===== src/rtl/kb_sched_pkg.sv =====
// Shared types and defaults for the frame-synchronous keyboard scheduler.
// The VGA controller can reuse VBLANK_LINE_DEF and VCOORD_W.
package kb_sched_pkg;

  localparam int unsigned KB_CODE_W = 8;
  localparam int unsigned VCOORD_W  = 10;

  localparam logic [KB_CODE_W-1:0] BREAK_CODE_DEF  = 8'hF0;
  localparam logic [VCOORD_W-1:0]  VBLANK_LINE_DEF = 10'd480;

  typedef enum logic {
    WAIT_TICK = 1'b0,
    PRESENT   = 1'b1
  } sched_state_e;

  typedef struct packed {
    logic                 is_release;
    logic [KB_CODE_W-1:0] code;
  } kb_event_t;

endpackage


===== src/rtl/kb_event_fifo.sv =====
// Small power-of-two FIFO of key events with an unregistered head and an occupancy count.
module kb_event_fifo
  import kb_sched_pkg::*;
#(
  parameter int unsigned DEPTH = 4
) (
  input  logic                   clk_i,
  input  logic                   rst_i,
  input  logic                   push_i,
  input  logic                   pop_i,
  input  kb_event_t              din_i,
  output kb_event_t              dout_o,
  output logic                   full_o,
  output logic                   empty_o,
  output logic [$clog2(DEPTH):0] count_o
);

  localparam int unsigned PW = $clog2(DEPTH);
  localparam int unsigned CW = PW + 1;

  kb_event_t     mem_q [DEPTH];
  logic [PW-1:0] wr_ptr_q;
  logic [PW-1:0] rd_ptr_q;
  logic [CW-1:0] count_q;
  logic          do_push;
  logic          do_pop;

  assign full_o  = (count_q == CW'(DEPTH));
  assign empty_o = (count_q == '0);
  assign do_pop  = pop_i && !empty_o;
  // A pop in the same cycle frees the slot, so a push into a full FIFO still lands.
  assign do_push = push_i && (!full_o || do_pop);
  assign dout_o  = mem_q[rd_ptr_q];
  assign count_o = count_q;

  always_ff @(posedge clk_i) begin
    if (do_push) begin
      mem_q[wr_ptr_q] <= din_i;
    end
  end

  always_ff @(posedge clk_i) begin
    if (rst_i) begin
      wr_ptr_q <= '0;
      rd_ptr_q <= '0;
      count_q  <= '0;
    end else begin
      if (do_push) begin
        wr_ptr_q <= wr_ptr_q + PW'(1);
      end
      if (do_pop) begin
        rd_ptr_q <= rd_ptr_q + PW'(1);
      end
      case ({do_push, do_pop})
        2'b10:   count_q <= count_q + CW'(1);
        2'b01:   count_q <= count_q - CW'(1);
        default: count_q <= count_q;
      endcase
    end
  end

endmodule


===== src/rtl/kb_frame_scheduler.sv =====
// Buffers PS/2 key events and presents at most one per video frame, starting at vertical blank.
// Define KB_REPEAT_FILTER_EN to discard typematic repeats of the last make code.
module kb_frame_scheduler
  import kb_sched_pkg::*;
#(
  parameter int unsigned          DEPTH       = 4,
  parameter logic [VCOORD_W-1:0]  VBLANK_LINE = VBLANK_LINE_DEF,
  parameter logic [KB_CODE_W-1:0] BREAK_CODE  = BREAK_CODE_DEF
) (
  input  logic                   CLK,
  input  logic                   RST,
  input  logic [KB_CODE_W-1:0]   KBCODE,
  input  logic                   KBSTROBE,
  input  logic [VCOORD_W-1:0]    VCOORD,
  output logic [KB_CODE_W-1:0]   EV_CODE,
  output logic                   EV_RELEASE,
  output logic                   EV_VALID,
  input  logic                   EV_READY,
  output logic                   OVERFLOW,
  output logic [$clog2(DEPTH):0] FIFO_COUNT
);

  logic                strobe_d_q;
  logic [VCOORD_W-1:0] vcoord_d_q;
  logic                break_pending_q, break_pending_d;
  logic                overflow_q, overflow_d;
  sched_state_e        state_q, state_d;
  logic                ev_valid_q, ev_valid_d;
  kb_event_t           ev_q, ev_d;

  logic      strobe_rise;
  logic      is_break;
  logic      tick;
  logic      repeat_drop;
  logic      push;
  logic      pop;
  logic      fifo_full;
  logic      fifo_empty;
  kb_event_t fifo_head;
  kb_event_t fifo_din;

  assign strobe_rise = KBSTROBE && !strobe_d_q;
  assign is_break    = (KBCODE == BREAK_CODE);
  assign tick        = (VCOORD == VBLANK_LINE) && (vcoord_d_q != VBLANK_LINE);
  assign push        = strobe_rise && !is_break && !repeat_drop;
  assign fifo_din    = '{is_release: break_pending_q, code: KBCODE};

`ifdef KB_REPEAT_FILTER_EN
  logic [KB_CODE_W-1:0] last_make_q, last_make_d;
  logic                 last_valid_q, last_valid_d;
  logic                 matches_last;

  assign matches_last = last_valid_q && (KBCODE == last_make_q);

  // Breaks always pass; a make equal to the held key is a typematic repeat.
  always_comb begin
    last_make_d  = last_make_q;
    last_valid_d = last_valid_q;
    repeat_drop  = 1'b0;
    if (strobe_rise && !is_break) begin
      if (break_pending_q) begin
        if (matches_last) begin
          last_valid_d = 1'b0;
        end
      end else if (matches_last) begin
        repeat_drop = 1'b1;
      end else begin
        last_make_d  = KBCODE;
        last_valid_d = 1'b1;
      end
    end
  end

  always_ff @(posedge CLK) begin
    if (RST) begin
      last_make_q  <= '0;
      last_valid_q <= 1'b0;
    end else begin
      last_make_q  <= last_make_d;
      last_valid_q <= last_valid_d;
    end
  end
`else
  assign repeat_drop = 1'b0;
`endif

  // Break folding and sticky overflow; break_pending clears even when the push is dropped.
  always_comb begin
    break_pending_d = break_pending_q;
    overflow_d      = overflow_q;
    if (strobe_rise) begin
      break_pending_d = is_break;
    end
    if (push && fifo_full && !pop) begin
      overflow_d = 1'b1;
    end
  end

  // Presentation FSM: load the head on a frame tick, hold until accepted.
  always_comb begin
    state_d    = state_q;
    ev_d       = ev_q;
    ev_valid_d = ev_valid_q;
    pop        = 1'b0;
    case (state_q)
      WAIT_TICK: begin
        if (tick && !fifo_empty) begin
          ev_d       = fifo_head;
          ev_valid_d = 1'b1;
          state_d    = PRESENT;
        end
      end
      PRESENT: begin
        if (EV_READY) begin
          pop        = 1'b1;
          ev_valid_d = 1'b0;
          state_d    = WAIT_TICK;
        end
      end
      default: begin
        ev_valid_d = 1'b0;
        state_d    = WAIT_TICK;
      end
    endcase
  end

  always_ff @(posedge CLK) begin
    if (RST) begin
      strobe_d_q      <= 1'b0;
      vcoord_d_q      <= '0;
      break_pending_q <= 1'b0;
      overflow_q      <= 1'b0;
      state_q         <= WAIT_TICK;
      ev_valid_q      <= 1'b0;
      ev_q            <= '0;
    end else begin
      strobe_d_q      <= KBSTROBE;
      vcoord_d_q      <= VCOORD;
      break_pending_q <= break_pending_d;
      overflow_q      <= overflow_d;
      state_q         <= state_d;
      ev_valid_q      <= ev_valid_d;
      ev_q            <= ev_d;
    end
  end

  kb_event_fifo #(
    .DEPTH(DEPTH)
  ) u_fifo (
    .clk_i  (CLK),
    .rst_i  (RST),
    .push_i (push),
    .pop_i  (pop),
    .din_i  (fifo_din),
    .dout_o (fifo_head),
    .full_o (fifo_full),
    .empty_o(fifo_empty),
    .count_o(FIFO_COUNT)
  );

  assign EV_CODE    = ev_q.code;
  assign EV_RELEASE = ev_q.is_release;
  assign EV_VALID   = ev_valid_q;
  assign OVERFLOW   = overflow_q;

endmodule


===== config.mk =====
export PLATFORM = sky130hd
export DESIGN_NAME = kb_frame_scheduler
export DESIGN_NICKNAME = d
export VERILOG_FILES = /design/src/rtl/kb_sched_pkg.sv /design/src/rtl/kb_event_fifo.sv /design/src/rtl/kb_frame_scheduler.sv
export SDC_FILE = /design/constraint.sdc
export NUM_CORES = 1
export LEC_CHECK = 0
export CORE_MARGIN = 2
export CORE_UTILIZATION = 44
export CTS_CLUSTER_DIAMETER = 100
export DETAILED_ROUTE_END_ITERATION = 8
export PLACE_DENSITY = 0.67
export SLEW_MARGIN = 30
export SYNTH_ARGS = -nofsm -noshare
export SYNTH_HDL_FRONTEND = slang
export SYNTH_SLANG_ARGS = --single-unit

===== constraint.sdc =====
create_clock -name CLK -period 6.5 [get_ports CLK]
set_input_delay 1.3 -clock CLK [delete_from_list [all_inputs] [get_ports CLK]]
set_output_delay 1.3 -clock CLK [all_outputs]
set_load 0.005 [all_outputs]

# After elaboration in Yosys (flattened, before gate mapping)
# Memory sizes are Yosys's and may differ from the RTL's. A register that Yosys moved wholly into a read port is not among the register bits.
# Cells that the tools add are included.
# totals
latchBits	0
in_bits	22
rom_bits	0
regBits	22
memories	1
out_inout_bits	14
ram_bits	36
# mem_list
name	words	word_bits	read_ports	rd_ports_with_merged_regs	write_ports	line_no	text
u_fifo.mem_q	4	9	1	1	1	kb_event_fifo.sv:21	kb_event_t mem_q [DEPTH];
# classes
n_mux	11
bitwise_logic	1
addsub	4
order_cmp	0
n_shift	0
multipliers	0
n_eq_ne	8
n_div	0
n_reduce_logical	18
# ops
op	n
10-bit by 9-bit == test with 1-bit output (second input constant)	1
10-bit by 9-bit inequality test with 1-bit output (second input constant)	1
8-bit == test (second input constant)	1
1-bit logical AND	8
1-bit 2-to-1 mux	8
3-bit one-hot mux with 2 select lines	1
1-bit zero test	5
2-bit by 1-bit adder with 2-bit output (second input constant)	2
2-bit inequality test (second input constant)	2
1-bit one-hot mux with 2 select lines	2
2-bit AND reduction	2
3-bit by 1-bit adder with 3-bit output (second input constant)	1
3-bit == test (second input constant)	1
3-bit zero test	1
3-bit by 1-bit subtractor with 3-bit output (second input constant)	1
2-bit by 1-bit == test with 1-bit output (second input constant)	1
2-bit == test (second input constant)	1
2-bit nonzero test	1
1-bit logical OR	1
1-bit inverter	1

# Logic depth before layout (Yosys ltp)
# Gate-level depths: netlist (run 1).
# depth
ltp_word	7
depth_mapped	7

# Cells and area by module
# A second synthesis (run 1) with hierarchy kept.
# hier_totals
hier_cells	189
hier_area_um2	2742.6
# modules_own_cells
mod	cells_per_inst	area_per_inst_um2	n_inst
kb_event_fifo	101	1788.0	1
kb_frame_scheduler	88	954.7	1

# Least setup slack after synthesis (run 1)
# No wires, ideal clock.
# synth_path
path_kind	input to register
start	input port KBCODE[1]
end	register u_fifo.count_q[2], in the netlist u_fifo.count_o[2]
setup_ns	0.123
path_slack_ns	3.524
arrival_ns	2.853
path_stages	7
required_time_ns	6.377
cell_sequence	or4_4 -> o21a_4 -> nor2_1 -> fa_1 -> nor3_1 -> a31oi_1 -> mux2_1
# synth_between
elab_chain_cells	6
# synth_rtl
item	line_no	text
from (decl)	kb_frame_scheduler.sv:12	input logic [KB_CODE_W-1:0] KBCODE,
8-bit == test (*)	kb_frame_scheduler.sv:43	assign is_break = (KBCODE == BREAK_CODE);
1-bit zero test (*)	kb_frame_scheduler.sv:45	assign push = strobe_rise && !is_break && !repeat_drop;
1-bit logical AND (*)	kb_frame_scheduler.sv:45	
1-bit logical AND (*)	kb_event_fifo.sv:32	assign do_push = push_i && (!full_o || do_pop);
2-bit by 1-bit == test with 1-bit output / 2-bit == test (equally long branches)	kb_event_fifo.sv:54	case ({do_push, do_pop})
3-bit one-hot mux with 2 select lines / 2-bit nonzero test (equally long branches)	n/a	
to (signal assigned)	kb_event_fifo.sv:55	2'b10: count_q <= count_q + CW'(1);
to (signal assigned)	kb_event_fifo.sv:56	2'b01: count_q <= count_q - CW'(1);
to (signal assigned)	kb_event_fifo.sv:57	default: count_q <= count_q;
to (decl)	kb_event_fifo.sv:24	logic [CW-1:0] count_q;
# Every way passes the cells marked *; elsewhere a longest branch is shown, timed or not.
# A chain may end at the register's enable or synchronous reset.

# Worst setup path after layout (run 1)
# Ends and elaborated chain as after synthesis.

==> results.sh, run 1 <==
export IMPL_run_status="finished, final reports clean"
export IMPL_clock_latency_ns=0.34
export IMPL_fin_nets=239
export IMPL_max_cap_violations=0
export IMPL_hold_depth=2
export IMPL_routed_wl_um=4440
export IMPL_ant_nets=0
export IMPL_final_max_slew_viol_count=0
export IMPL_worst_setup_path_end_kind="flop"
export IMPL_synth_compound_area_share_pct=1.42
export IMPL_r2r_start="u_fifo.count_o[1]$_SDFFE_PP0P_"
export IMPL_start_kind="input pin"
export IMPL_drt_pass1_iter_count=4
export IMPL_synthTopCellsByArea="edfxtp_1 (42%), dfxtp_1 (24%), mux4_2 (7.9%), mux2i_1 (4.7%), nor2_1 (3.2%)"
export IMPL_avgSynthCellArea_um2=14.9
export IMPL_syn_inst=172
export IMPL_slowest_delay_ns=0.57
export IMPL_yosysTopAreaCellShare_pct=42.2
export IMPL_synthAdderAreaFrac_pct=2.74
export IMPL_required_ns=6.72
export IMPL_yosys_area_top_type="edfxtp_1"
export IMPL_worst_setup_path_type="input pin to flop"
export IMPL_globalRouteOverflowTotal=0
export IMPL_wl_per_cell_um=15.4
export IMPL_synth_warnings=0
export IMPL_clockBufferDepth=2
export IMPL_synthTopCellsByCount="edfxtp_1 (36), dfxtp_1 (31), nor2_1 (22)"
export IMPL_period_share_pct=50.0
export IMPL_path_cells="clkdlybuf4s50_1, or4_4, o21a_4, nor2_1, fa_1, nor3_1, a31oi_1, mux2_1"
export IMPL_die_area_um2=6440
export IMPL_holdPathEnd="EV_VALID$_SDFFE_PP0P_"
export IMPL_viasPerCell=5.01
export IMPL_cpMaxStageDelayCell="or4_4"
export IMPL_syn_nets=199
export IMPL_r2r_cells=7
export IMPL_tightest_slew_ns=0.733
export IMPL_hp_start="EV_VALID$_SDFFE_PP0P_"
export IMPL_async_flop_share_pct=0
export IMPL_powerDensity_nw_per_um2=278
export IMPL_slew_headroom_pct=51.1
export IMPL_synth_xor_area_share_pct=1.37
export IMPL_io_pins=36
export IMPL_h_tree_depth=3
export IMPL_hold_buffers=0
export IMPL_regArea_um2=1700
export IMPL_clock_root_buffer="clkbuf_8"
export IMPL_clk_pin_slew_ns=0.07
export IMPL_worstPathMaxFanout=6
export IMPL_grt_total_usage_pct=15.7
export IMPL_synth_top_family_by_area="multiplexers"
export IMPL_cts_buffers=9
export IMPL_layout_drive_gt1_share_pct=14.3
export IMPL_p_leak_nw=1.17
export IMPL_hold_viol_final=0
export IMPL_grt_pass1_wl_um=7200
export IMPL_antenna_found_initial=0
export IMPL_finClkSkew_ns=0.0114
export IMPL_die_h_um=80.3
export IMPL_rrSetupSlack_ns=4.44
export IMPL_gp_congestion=0.764
export IMPL_core_area_um2=5570
export IMPL_synth_most_common_cell="edfxtp_1"
export IMPL_synth_edf_count=36
export IMPL_cts_setup_buffers=0
export IMPL_ys_seq_area_share_pct=66.5
export IMPL_netlist_area_um2=2560
export IMPL_ys_seq_elements=67
export IMPL_cts_sinks=67
export IMPL_fp_dieW_um=80.3
export IMPL_cts_tree="done"
export IMPL_grt_setup_unrepaired="no"
export IMPL_first_global_vias=1493
export IMPL_grt_max_degree=33
export IMPL_setup_violations=0
export IMPL_vias=1448
export IMPL_dp_hpwl_um=3040
export IMPL_yosys_mux_area_fraction_pct=13.5
export IMPL_hp_class="flop to flop"
export IMPL_drc_errors=0
export IMPL_io_buffers=35
export IMPL_cp_top_family="simple AND/OR/NAND/NOR gates"
export IMPL_synth_simple_area_share_pct=12.6
export IMPL_power_w=0.000886
export IMPL_initial_utilization_pct=45.9
export IMPL_ir_drop_mv=0.170
export IMPL_cp_buffers_inverters=1
export IMPL_cts_resized=0
export IMPL_fill_cells=458
export IMPL_min_period_ns=3.25
export IMPL_first_iter_violations=153
export IMPL_max_freq_mhz=308
export IMPL_diodes=0
export IMPL_rows=27
export IMPL_critPathArrivalTime_ns=3.47
export IMPL_synth_cell_types=35
export IMPL_setup_tns_ns=0
export IMPL_multi_input_area_um2=808
export IMPL_syn_to_final_growth_pct=24.3
export IMPL_timing_rr_end="u_fifo.count_o[2]$_SDFFE_PP0P_"
export IMPL_ys_flop_type="edfxtp_1"
==> metrics by stage <==
step                cells  instance area [um^2]  setup slack (ns)  utilization (%)  hold WS (ns)
global route          289                  3180              3.18             57.1         0.495
floorplan             172                  2560              3.52                -         0.453
CTS                   289                  3180              3.25             57.1         0.465
finish                289                  3180              3.25             57.1         0.461
global placement      273                  2970              2.99             53.3         0.448
detailed placement    273                  2970              2.89             53.3         0.455
==> final cells by class <==
| cell class | count | area share [%] |
|---|---|---|
| Inverter | 3 | 0.354 |
| Clock inverter | 4 | 1.45 |
| Multi-Input combinational cell | 95 | 25.4 |
| Sequential cell | 67 | 53.5 |
| Tap cell | 72 | 2.83 |
| Timing Repair Buffer | 36 | 11.2 |
| Clock buffer | 12 | 5.23 |
==> where the power goes <==
| part | switching (W) | total [W] | internal (W) |
|---|---|---|---|
| logic | 0.0000238 | 0.0000525 | 0.0000287 |
| clock network | 0.000155 | 0.000365 | 0.000210 |
| registers | 0.00000680 | 0.000468 | 0.000462 |
==> worst max path at each step <==
stage	startpoint	to	cells after the start	slack (ns)
floorplan	KBCODE[1]	u_fifo.count_o[2]$_SDFFE_PP0P_	7	3.52
global placement	KBCODE[1]	u_fifo.count_o[2]$_SDFFE_PP0P_	8	2.99
detailed placement	KBCODE[1]	u_fifo.count_o[2]$_SDFFE_PP0P_	8	2.89
CTS	KBCODE[1]	u_fifo.count_o[2]$_SDFFE_PP0P_	8	3.25
global route	KBCODE[1]	u_fifo.count_o[2]$_SDFFE_PP0P_	8	3.18
finish	KBCODE[1]	u_fifo.count_o[2]$_SDFFE_PP0P_	8	3.25
==> per-layer routing <==
metal	global-route usage, %	vias up	wire length (um)
met5	0	-	0
met4	8.31	0	62
met3	5.28	6	193
met2	26.3	30	2390
met1	17.8	713	1790
li1	-	699	-
==> worst reg2reg max path, stage by stage, from the launching register on <==
cell and delay (ns):
dfxtp_1 0.36, nor3_1 0.34, or2_2 0.22, nor2_1 0.06, fa_1 0.38, nor3_1 0.21
a31oi_1 0.07, mux2_1 0.31
==> sequential cells by signal (all words and copies together) (netlist names), 2 cells and up <==
register         flops
u_fifo.wr_ptr_q      2
vcoord_d_q          10
EV_CODE              8
u_fifo.rd_ptr_q      2
u_fifo.mem_q        36
u_fifo.count_o       3
==> kinds of logic (layout without fill, tap and decap cells) <==
logic type               after synthesis  count (layout)
flip-flops                            67              67
adder cells (fa/ha/maj)                5               5
multiplexers                          23              23
AO/OA/AOI/OAI                          5               5
AND/OR/NAND/NOR                       58              58
XOR/XNOR                               4               4
buffers and inverters                 10              55
==> cells in the final DEF, fill, tap and decap left out, types with 2 or more instances in the layout <==
| cell | instances |
|---|---|
| a21oi_1 | 3 |
| and2_1 | 4 |
| clkbuf_8 | 10 |
| clkdlybuf4s50_1 | 35 |
| clkinv_2 | 2 |
| dfxtp_1 | 31 |
| edfxtp_1 | 36 |
| ha_1 | 4 |
| inv_1 | 3 |
| mux2i_1 | 12 |
| mux4_2 | 9 |
| nand2_1 | 4 |
| nor2_1 | 22 |
| nor2b_1 | 12 |
| nor3_1 | 3 |
| nor4b_1 | 2 |
| xnor2_1 | 2 |
| xor2_1 | 2 |
Note: power is estimated with default switching activity, not from simulation.
==> run 2: changes to the inputs <==
==> constraint.sdc (replaced) <==
create_clock -name CLK -period 3.2 [get_ports CLK]
set_input_delay 0.64 -clock CLK [delete_from_list [all_inputs] [get_ports CLK]]
set_output_delay 0.64 -clock CLK [all_outputs]
set_load 0.005 [all_outputs]
==> results.sh, run 2 (same netlist as run 1, synthesis figures left out) <==
export IMPL_run_status="finished, final reports clean"
export IMPL_worstPathMaxFanout=6
export IMPL_hp_start="EV_VALID$_SDFFE_PP0P_"
export IMPL_layout_common_cells="edfxtp_1 (36), clkdlybuf4s50_1 (35), dfxtp_1 (31)"
export IMPL_period_share_pct=80.4
export IMPL_layout_commonest_cell="edfxtp_1"
export IMPL_clock_root_buffer="clkbuf_8"
export IMPL_grt_pass1_wl_um=7220
export IMPL_cp_buffers_inverters=1
export IMPL_grt_setup_unrepaired="no"
export IMPL_tightest_slew_ns=0.712
export IMPL_cts_sinks=67
export IMPL_syn_to_final_growth_pct=23.6
export IMPL_max_cap_violations=0
export IMPL_die_h_um=80.3
export IMPL_dpl_cell_area_um2=2980
export IMPL_multi_input_area_um2=808
export IMPL_hold_buffers=0
export IMPL_fill_cells=456
export IMPL_final_cells=290
export IMPL_drc_errors=0
export IMPL_h_tree_depth=3
export IMPL_finClkSkew_ns=0.00437
export IMPL_r2r_start="u_fifo.count_o[1]$_SDFFE_PP0P_"
export IMPL_globalRouteOverflowTotal=0
export IMPL_worst_setup_path_type="input pin to flop"
export IMPL_rrSetupSlack_ns=1.13
export IMPL_cpMaxStageDelayCell="or4_4"
export IMPL_rows=27
export IMPL_gp_congestion=0.712
export IMPL_clock_latency_ns=0.33
export IMPL_largest_reg_flops=36
export IMPL_worst_setup_path_end_kind="flop"
export IMPL_core_area_um2=5570
export IMPL_timing_hold_ws_ns=0.472
export IMPL_dp_hpwl_um=3140
export IMPL_powerDensity_nw_per_um2=545
export IMPL_cts_buffers=9
export IMPL_cts_setup_buffers=0
export IMPL_initial_utilization_pct=45.9
export IMPL_fin_nets=240
export IMPL_io_buffers=35
export IMPL_setup_violations=0
export IMPL_viasPerCell=4.93
export IMPL_holdPathEnd="EV_VALID$_SDFFE_PP0P_"
export IMPL_p_leak_nw=1.15
export IMPL_start_kind="input pin"
export IMPL_r2r_cells=7
export IMPL_layout_drive_gt1_share_pct=14.2
export IMPL_final_max_slew_viol_count=0
export IMPL_required_ns=3.42
export IMPL_cp_top_family="simple AND/OR/NAND/NOR gates"
export IMPL_largest_register="u_fifo.mem_q"
export IMPL_routed_wl_um=4530
export IMPL_cp_startpoint="KBCODE[1]"
export IMPL_first_iter_violations=65
export IMPL_critPathArrivalTime_ns=2.80
export IMPL_grt_total_usage_pct=15.6
export IMPL_setup_tns_ns=0
export IMPL_die_area_um2=6440
export IMPL_drt_pass1_iter_count=4
export IMPL_io_pins=36
export IMPL_ir_drop_mv=0.282
export IMPL_ant_nets=0
export IMPL_wl_per_cell_um=15.6
export IMPL_slew_headroom_pct=52.4
export IMPL_slowest_delay_ns=0.57
export IMPL_min_period_ns=2.57
export IMPL_timing_rr_end="u_fifo.count_o[2]$_SDFFE_PP0P_"
export IMPL_fin_area_um2=3160
export IMPL_first_global_vias=1498
export IMPL_clockBufferDepth=2
export IMPL_cts_tree="done"
export IMPL_path_cells="clkdlybuf4s50_1, or4_4, o21a_4, nor2_1, fa_1, nor3_1, a31oi_1, mux2_1"
export IMPL_hold_viol_final=0
export IMPL_fp_dieW_um=80.3
export IMPL_power_w=0.00173
export IMPL_vias=1429
export IMPL_antenna_found_initial=0
export IMPL_clk_pin_slew_ns=0.07
export IMPL_hp_class="flop to flop"
export IMPL_regArea_um2=1700
export IMPL_hold_depth=2
export IMPL_cts_resized=0
export IMPL_grt_max_degree=17
export IMPL_max_freq_mhz=389
export IMPL_diodes=0
export IMPL_placedCellCount=274
==> run 2: final cells by class <==
class | count | area share [%]
clock inverters | 5 | 1.74
multi-input cells | 95 | 25.6
repair buffers | 37 | 11.6
well taps | 72 | 2.85
inverters | 3 | 0.356
clock buffers | 11 | 4.15
flip-flops and latches | 67 | 53.8
==> run 2: through the flow <==
| stage | worst slack, ns | utilization (%) |
|---|---|---|
| 3_5_place_dp | 0.278 | 53.4 |
| 4_1_cts | 0.649 | 56.7 |
| 6_report | 0.626 | 56.7 |
| 3_3_place_gp | 0.348 | 53.4 |
| 5_1_grt | 0.539 | 56.7 |
| 2_1_floorplan | 0.884 | - |
==> run 2: tightest hold or removal path, stage by stage (launching register included) <==
cell and delay [ns]:
dfxtp_1 0.32, nand2_1 0.05, a21oi_1 0.05
==> run 2: worst max path at each step <==
stage / to / depth (start not counted)
final: u_fifo.count_o[2]$_SDFFE_PP0P_ / 8
after global routing: u_fifo.count_o[2]$_SDFFE_PP0P_ / 8
after CTS: u_fifo.count_o[2]$_SDFFE_PP0P_ / 8
after detailed placement: u_fifo.count_o[2]$_SDFFE_PP0P_ / 8
after global placement: u_fifo.count_o[2]$_SDFFE_PP0P_ / 8
after floorplan: u_fifo.count_o[2]$_SDFFE_PP0P_ / 7
==> run 2: report_power, final <==
| group | internal, W | switching, W |
|---|---|---|
| Clock | 0.000358 | 0.000309 |
| Combinational | 0.0000590 | 0.0000486 |
| Sequential | 0.000938 | 0.0000135 |
==> run 2: metal layers <==
layer	GRT usage [%]	share of wire, %
met1	18.7	44
met2	25.3	52
met3	4.04	2.3
met4	9.15	2.1
met5	0	0
==> run 3: changes to the inputs <==
==> constraint.sdc (replaced) <==
create_clock -name CLK -period 2.6 [get_ports CLK]
set_input_delay 0.52 -clock CLK [delete_from_list [all_inputs] [get_ports CLK]]
set_output_delay 0.52 -clock CLK [all_outputs]
set_load 0.005 [all_outputs]
==> results.sh, run 3 (same netlist as run 1, synthesis figures left out) <==
export IMPL_grt_total_usage_pct=15.5
export IMPL_max_freq_mhz=405
export IMPL_grtUsageMet3_pct=4.61
export IMPL_dp_hpwl_um=3080
export IMPL_worstPathMaxFanout=5
export IMPL_largest_register="u_fifo.mem_q"
export IMPL_syn_to_final_growth_pct=24.7
export IMPL_finClkSkew_ns=0.00877
export IMPL_final_max_slew_viol_count=0
export IMPL_cts_resized=0
export IMPL_seqPwrFrac_pct=57.8
export IMPL_clock_root_buffer="clkbuf_8"
export IMPL_wl_per_cell_um=14.5
export IMPL_antenna_found_initial=0
export IMPL_tightest_slew_ns=0.719
export IMPL_hold_buffers=0
export IMPL_initial_utilization_pct=45.9
export IMPL_hold_viol_final=0
export IMPL_cts_sinks=67
export IMPL_max_cap_violations=0
export IMPL_routed_wl_um=4310
export IMPL_core_area_um2=5570
export IMPL_fp_dieW_um=80.3
export IMPL_clk_pin_slew_ns=0.06
export IMPL_drt_pass1_iter_count=4
export IMPL_run_status="finished, final reports clean"
export IMPL_ant_nets=0
export IMPL_h_tree_depth=3
export IMPL_clockPowerShare_pct=35.4
export IMPL_gp_congestion=0.809
export IMPL_first_iter_violations=72
export IMPL_cp_buffers_inverters=1
export IMPL_fin_nets=247
export IMPL_critPathArrivalTime_ns=2.68
export IMPL_path_cells="clkdlybuf4s50_1, or4_4, o21a_4, nor2_1, fa_1, nor3_1, a31oi_1, mux2_1"
export IMPL_first_global_vias=1495
export IMPL_hp_class="flop to flop"
export IMPL_grtUsageMet2_pct=26.3
export IMPL_start_kind="input pin"
export IMPL_vias=1451
export IMPL_io_buffers=35
export IMPL_gr_max_usage_layer="met2"
export IMPL_cts_buffers=9
export IMPL_swShare_pct=21.0
export IMPL_rrSetupSlack_ns=0.50
export IMPL_min_period_ns=2.47
export IMPL_timing_hold_ws_ns=0.478
export IMPL_worst_setup_path_type="input pin to flop"
export IMPL_grt_max_degree=19
export IMPL_worst_setup_path_end_kind="flop"
export IMPL_largest_reg_flops=36
export IMPL_rows=27
export IMPL_drc_errors=0
export IMPL_layout_commonest_cell="edfxtp_1"
export IMPL_required_ns=2.81
export IMPL_grtUsageMet1_pct=17.3
export IMPL_p_leak_nw=1.18
export IMPL_p_int_w=0.00160
export IMPL_clockBufferDepth=2
export IMPL_globalRouteOverflowTotal=0
export IMPL_post_route_util_pct=57.3
export IMPL_p_sw_w=0.000425
export IMPL_power_w=0.00203
export IMPL_grt_setup_unrepaired="no"
export IMPL_die_h_um=80.3
export IMPL_pwr_share_comb_pct=6.8
export IMPL_die_area_um2=6440
export IMPL_cpMaxStageDelayCell="or4_4"
export IMPL_clock_latency_ns=0.33
export IMPL_layout_drive_gt1_share_pct=16.4
export IMPL_grt_pass1_wl_um=7070
export IMPL_period_share_pct=95.0
export IMPL_slowest_delay_ns=0.56
export IMPL_layout_common_cells="edfxtp_1 (36), clkdlybuf4s50_1 (35), dfxtp_1 (31)"
export IMPL_io_pins=36
export IMPL_diodes=0
export IMPL_powerDensity_nw_per_um2=634
export IMPL_cp_top_family="simple AND/OR/NAND/NOR gates"
export IMPL_ir_drop_mv=0.380
export IMPL_cts_setup_buffers=0
export IMPL_cts_tree="done"
export IMPL_slew_headroom_pct=52.0
export IMPL_viasPerCell=4.89
export IMPL_setup_violations=0
-- run 3: changes by cell type in the layout (fill, tap and decap cells not counted) --
cell,before,now
buf_4,2,9
clkinvlp_4,2,0
bufinv_16,1,0
clkbuf_1,2,3
clkbuf_8,9,10
clkinv_2,2,3
-- run 3: metrics by stage --
step	cells	cell area [um^2]	setup slack, ns	TNS (ns)
2_1_floorplan	172	2560	0.404	0
3_3_place_gp	281	3030	-0.0993	-1.30
3_5_place_dp	281	3030	-0.149	-2.68
4_1_cts	297	3190	0.132	0
5_1_grt	297	3190	0.0328	0
6_report	297	3190	0.130	0
-- run 3: worst reg2reg max path, cell delays in order, from the launching register on --
cell and delay, ns:
dfxtp_1 0.35, nor3_1 0.38, or2_2 0.22, nor2_1 0.06, fa_1 0.39, nor3_1 0.20, a31oi_1 0.07, mux2_1 0.31
-- run 3: final timing paths --
path,from,end,depth (start not counted)
worst max-delay path,KBCODE[1],u_fifo.count_o[2]$_SDFFE_PP0P_,8
worst max register to register,u_fifo.count_o[1]$_SDFFE_PP0P_,u_fifo.count_o[2]$_SDFFE_PP0P_,7
worst min-delay path,EV_VALID$_SDFFE_PP0P_,EV_VALID$_SDFFE_PP0P_,2
worst min register to register,EV_VALID$_SDFFE_PP0P_,EV_VALID$_SDFFE_PP0P_,2
-- run 3: routing by layer --
metal / up-vias / routed length [um]
li1: 712 / -
met1: 712 / 1830
met2: 20 / 2270
met3: 7 / 137
met4: 0 / 78
met5: - / 0
-- run 3: layout make-up --
cell class                      instances  area (um^2)
Sequential cell                        67         1700
Tap cell                               72         90.1
Clock buffer                           13          149
Fill cell                             465         2380
Clock inverter                          3         15.0
Multi-Input combinational cell         95          808
Inverter                                3         11.3
Timing Repair Buffer                   44          418
-- run 3: power by group through the flow --
stage / Sequential [W] / Clock [W] / Combinational [W]
global route: 0.00117 / 0.000783 / 0.000155
floorplan: 0.00119 / 0 / 0.0000696
finish: 0.00117 / 0.000718 / 0.000138
CTS: 0.00117 / 0.000735 / 0.000141
detailed placement: 0.00119 / 0 / 0.000140
global placement: 0.00119 / 0 / 0.000137
